`config.mk`:
```
export PLATFORM = sky130hd
export DESIGN_NAME = ser_add_seq
export DESIGN_NICKNAME = d
export VERILOG_FILES = /design/src/rtl/ser_add_seq.sv
export SDC_FILE = /design/constraint.sdc
export NUM_CORES = 1
export LEC_CHECK = 0
export BUFFER_PORTS_ARGS = -buffer_cell sky130_fd_sc_hd__buf_2
export CAP_MARGIN = 0
export CORE_MARGIN = 1
export CORE_UTILIZATION = 54
export DETAILED_ROUTE_END_ITERATION = 8
export PLACE_DENSITY = 0.91
export REMOVE_ABC_BUFFERS = 1
export SETUP_SLACK_MARGIN = 0.2
export SLEW_MARGIN = 20
export SYNTH_ARGS = -nofsm -noshare
export SYNTH_HDL_FRONTEND = slang
export SYNTH_SLANG_ARGS = --single-unit
export TNS_END_PERCENT = 5
```
`constraint.sdc`:
```
create_clock -name clk -period 3.9 [get_ports clk]
set_input_delay 0.39 -clock clk [delete_from_list [all_inputs] [get_ports clk]]
set_output_delay 0.39 -clock clk [all_outputs]
set_load 0.1 [all_outputs]
```
`src/rtl/ser_add_seq.sv`:
```
// ser_add_seq: feeds two W-bit operands LSB-first into a bit-serial adder and
// reassembles the parallel sum with carry-out and signed-overflow flags.
`default_nettype none

module ser_add_seq #(
  parameter int W = 32
) (
  input  logic         clk,
  input  logic         rst,
  input  logic         i_valid,
  output logic         o_ready,
  input  logic [W-1:0] i_op_a,
  input  logic [W-1:0] i_op_b,
  output logic         o_res_valid,
  input  logic         i_res_ready,
  output logic [W-1:0] o_sum,
  output logic         o_cout,
  output logic         o_ovf,
  output logic         o_busy,
  output logic         o_add_a,
  output logic         o_add_b,
  output logic         o_add_clr,
  input  logic         i_add_q,
  input  logic         i_add_v
);

  localparam int CW = $clog2(W);
  localparam logic [CW-1:0] LAST = CW'(W - 1);

  typedef enum logic [1:0] {IDLE, CLR, SHIFT, DONE} state_t;

  state_t         state;
  state_t         state_nxt;
  logic [CW-1:0]  cnt;
  logic [W-1:0]   sh_a;
  logic [W-1:0]   sh_b;
  logic [W-1:0]   res;
  logic           cout;
  logic           cmsb;
  logic           res_vld;
  logic           rdy;

  always_ff @(posedge clk) begin
    if (!rst) state <= IDLE;
    else      state <= state_nxt;
  end

  always_comb begin
    state_nxt = state;
    o_add_a   = 1'b0;
    o_add_b   = 1'b0;
    o_add_clr = 1'b0;
    case (state)
      IDLE:  if (i_valid && rdy) state_nxt = CLR;
      CLR: begin
        o_add_clr = 1'b1;
        state_nxt = SHIFT;
      end
      SHIFT: begin
        o_add_a = sh_a[0];
        o_add_b = sh_b[0];
        if (cnt == LAST) state_nxt = DONE;
      end
      DONE:  if (res_vld && i_res_ready) state_nxt = IDLE;
      default: state_nxt = IDLE;
    endcase
  end

  always_ff @(posedge clk) begin
    if (!rst) begin
      cnt     <= '0;
      sh_a    <= '0;
      sh_b    <= '0;
      res     <= '0;
      cout    <= 1'b0;
      cmsb    <= 1'b0;
      res_vld <= 1'b0;
      rdy     <= 1'b0;
    end else begin
      // Registered ready keeps i_valid off any combinational path to o_ready.
      rdy <= (state_nxt == IDLE);
      case (state)
        IDLE: begin
          if (i_valid && rdy) begin
            sh_a <= i_op_a;
            sh_b <= i_op_b;
            cnt  <= '0;
          end
        end
        SHIFT: begin
          res  <= {i_add_q, res[W-1:1]};
          sh_a <= sh_a >> 1;
          sh_b <= sh_b >> 1;
          cnt  <= cnt + 1'b1;
          // Adder carry state here is the carry into the MSB.
          if (cnt == LAST) cmsb <= i_add_v;
        end
        DONE: begin
          if (!res_vld) begin
            cout    <= i_add_v;
            res_vld <= 1'b1;
          end else if (i_res_ready) begin
            res_vld <= 1'b0;
          end
        end
        default: ;
      endcase
    end
  end

  assign o_ready     = rdy;
  assign o_res_valid = res_vld;
  assign o_sum       = res;
  assign o_cout      = cout;
  assign o_ovf       = cmsb ^ cout;
  assign o_busy      = (state != IDLE);

endmodule

`default_nettype wire

```
==> flow_summary.toml <==
[timing]
fmax_ghz = 0.4017
rsz0062_at_grt = "no"
drv_slew = 0
maxSlewHeadroom_pct = 30.14
setup_viol = 0
finClkSkew_ns = 0.01045
finalHoldViolCount = 0
final.setup.tns_ns = 0
fin_crit_sh_pct = 63.83
fin_crit_ns = 2.490
tightestPinTransition_ns = 1.046

[cells_and_area]
nets = 701
area_growth_pct = 14.14
layoutNonFillerInstCount = 736
num_antenna_cells = 0
n_fill_cell = 653
regArea_mm2 = 0.002142
multi_input_area_mm2 = 0.002073
drive_above_1_share_pct = 21.77

[place]
dpl.cell_count = 720
hpwl_um = 6193
port_buffers = 109
place.gp.congestion = 0.7433

[outcome]
status = "finished clean"

[logic_synthesis]
yosysSeqAreaShare_pct = 47.48
syn_inst = 562
synth_cell_types = 31
syn-mean-instance-area_um2 = 8.028
synthesis.area_mm2 = 0.004512
synth-main-ff-cell = "dfxtp_1"
ys_ff_latch = 107
synth-edff-count = 0
synthArstFlopShare_pct = 0
yosysWarningCount = 0

[critical_path]
startpoint_type = "flip-flop"
cp_top_family = "simple AND/OR/NAND/NOR gates"
cp_slowest_cell = "dfxtp_1"
worstPathRequired_ns = 3.51
crit_path_end_kind = "output pin"
cpPeakStageDelay_ns = 0.59
cp_num_buf_inv = 1
path_cells = "and2b_4 -> and2_1 -> buf_2"
path_class = "reg2out"
worstPathArrival_ns = 2.10
critical_path.max_fanout = 37

[floorplanning]
die-area_mm2 = 0.008724
fp.dieW_um = 93.41
coreArea_mm2 = 0.007888
pin_count = 110
row_count = 32
start_util_pct = 57.20
die_h_um = 93.41

[grt]
grt.overflow.total = 0
grt_max_degree = 97
grt_usage_pct = 23.78
antenna_found_initial = 0
grt_pass1_wl_um = 16630
first_global_vias = 3830

[flow_run]
cap_violations = 0

[pwr]
leakage_nw = 2.058
power.density_mw_per_mm2 = 446.9
vdd_ir_drop_max_v = 0.0002397

[route]
drt_wl_total_um = 10410
ant_nets = 0
routed-via-count = 4229
drc = 0
drt_pre_antenna_iters = 4
wl_per_cell_um = 14.15
via_per_inst = 5.746
drt-initial-drc-count = 296

[clock_tree]
post_cts_buffers = 0
clk_root_buffer_cell = "clkbuf_8"
clock_latency_ns = 0.36
numClockSinks = 107
clkTransAtPathRegs_ns = 0.10
cts_made_buffers = 9
cts_tree = "yes"
clock_path_buffers = 2
cts.repair.resized = 0
cts-hold-fix-buffers = 0
htreeDepth = 3

[worst_hold_path]
hp-class = "in2reg"
-- path summary, 6_finish.rpt --
check                start        end  slack (ns)  cells past startpoint
hold reg to reg   o_sum[7]   o_sum[6]        0.47                      2
setup / recovery  state[1]    o_add_b        1.41                      3
hold / removal     i_add_q  o_sum[31]        0.26                      3
setup reg to reg  state[0]   sh_a[17]        1.50                      3
-- kinds of logic (layout without fill, tap and decap cells) --
logic type,Yosys count,count (layout),share of synthesized area (%)
buf+inv,59,131,6.822
flops,107,107,47.48
fa+ha+maj,2,2,0.5545
mux,1,1,0.2219
xor+xnor,1,1,0.1942
simple gates,220,220,19.63
compound gates,172,172,25.10
-- layout make-up --
class,count,area share [%]
well taps,102,2.478
inverters,3,0.2187
clock inverters,4,1.409
repair buffers,112,11.03
multi-input cells,396,40.26
clock buffers,12,3.013
flip-flops and latches,107,41.59
-- flip-flops by register name, summed over array words and instances (netlist names) --
signal,flops
sh_a,32
state,2
o_cout,1
sh_b,32
o_res_valid,1
o_sum,32
cnt,5
o_ready,1
cmsb,1
-- Yosys cell counts (all sizes together) (3+ instances only) --
library cell / n / share of area [%]
a21oi: 99 / 11
a311oi: 63 / 13
and2: 5 / 0.75
buf: 32 / 4.6
clkbuf: 24 / 2.0
dfxtp: 107 / 47
inv: 3 / 0.25
nand2: 195 / 16
nand2b: 3 / 0.42
nand3: 5 / 0.55
o21ai: 5 / 0.55
-- per-layer routing --
metal	wire length [um]	vias to the layer above	track usage, %	share of wire, %
met5	0	-	0	0
met4	82	0	6.282	0.79
met3	766	6	6.260	7.4
met2	5061	154	41.67	49
met1	4501	1976	28.77	43
li1	-	2093	-	-
-- cell usage in the layout, fill, tap and decap left out --
cell,n
a21o_2,1
nor2_1,2
ha_1,2
nand2b_4,1
or2_2,1
nand2b_1,2
nand2_1,195
o211ai_1,2
inv_2,2
clkinvlp_4,1
o22ai_1,2
and2_1,4
o21ai_0,5
nand3_1,5
a21oi_1,99
and3_1,2
mux2i_1,1
nand4_1,2
nand3b_1,2
a311oi_2,4
and2_4,1
xor2_1,1
and2b_4,1
buf_4,3
clkinv_2,1
buf_2,109
a311oi_1,59
bufinv_16,2
nor3b_1,1
dfxtp_1,107
or4_1,1
clkbuf_8,11
inv_1,1
clkbuf_1,1
-- per-stage QoR --
stage	hold slack, ns	setup WS [ns]	util [%]	area [um^2]	power (mW)
finish	0.2596	1.410	65.29	5150	2.301
global route	0.2520	1.307	65.29	5150	2.404
CTS	0.2561	1.432	65.29	5150	2.308
detailed placement	0.4582	1.562	62.40	4922	1.570
global placement	0.4399	1.670	62.40	4922	1.550
floorplan	0.4403	0.4913	-	4215	1.464
-- worst min-delay path, cell delays in order --
cell	delay [ns]
buf_2	0.10
nand2_1	0.04
a21oi_1	0.05
-- where the power goes --
part	switching [mW]	internal [mW]
Combinational	0.216	0.121
Clock	0.355	0.396
Sequential	0.0431	1.17
Note: power is estimated with default switching activity, not from simulation.
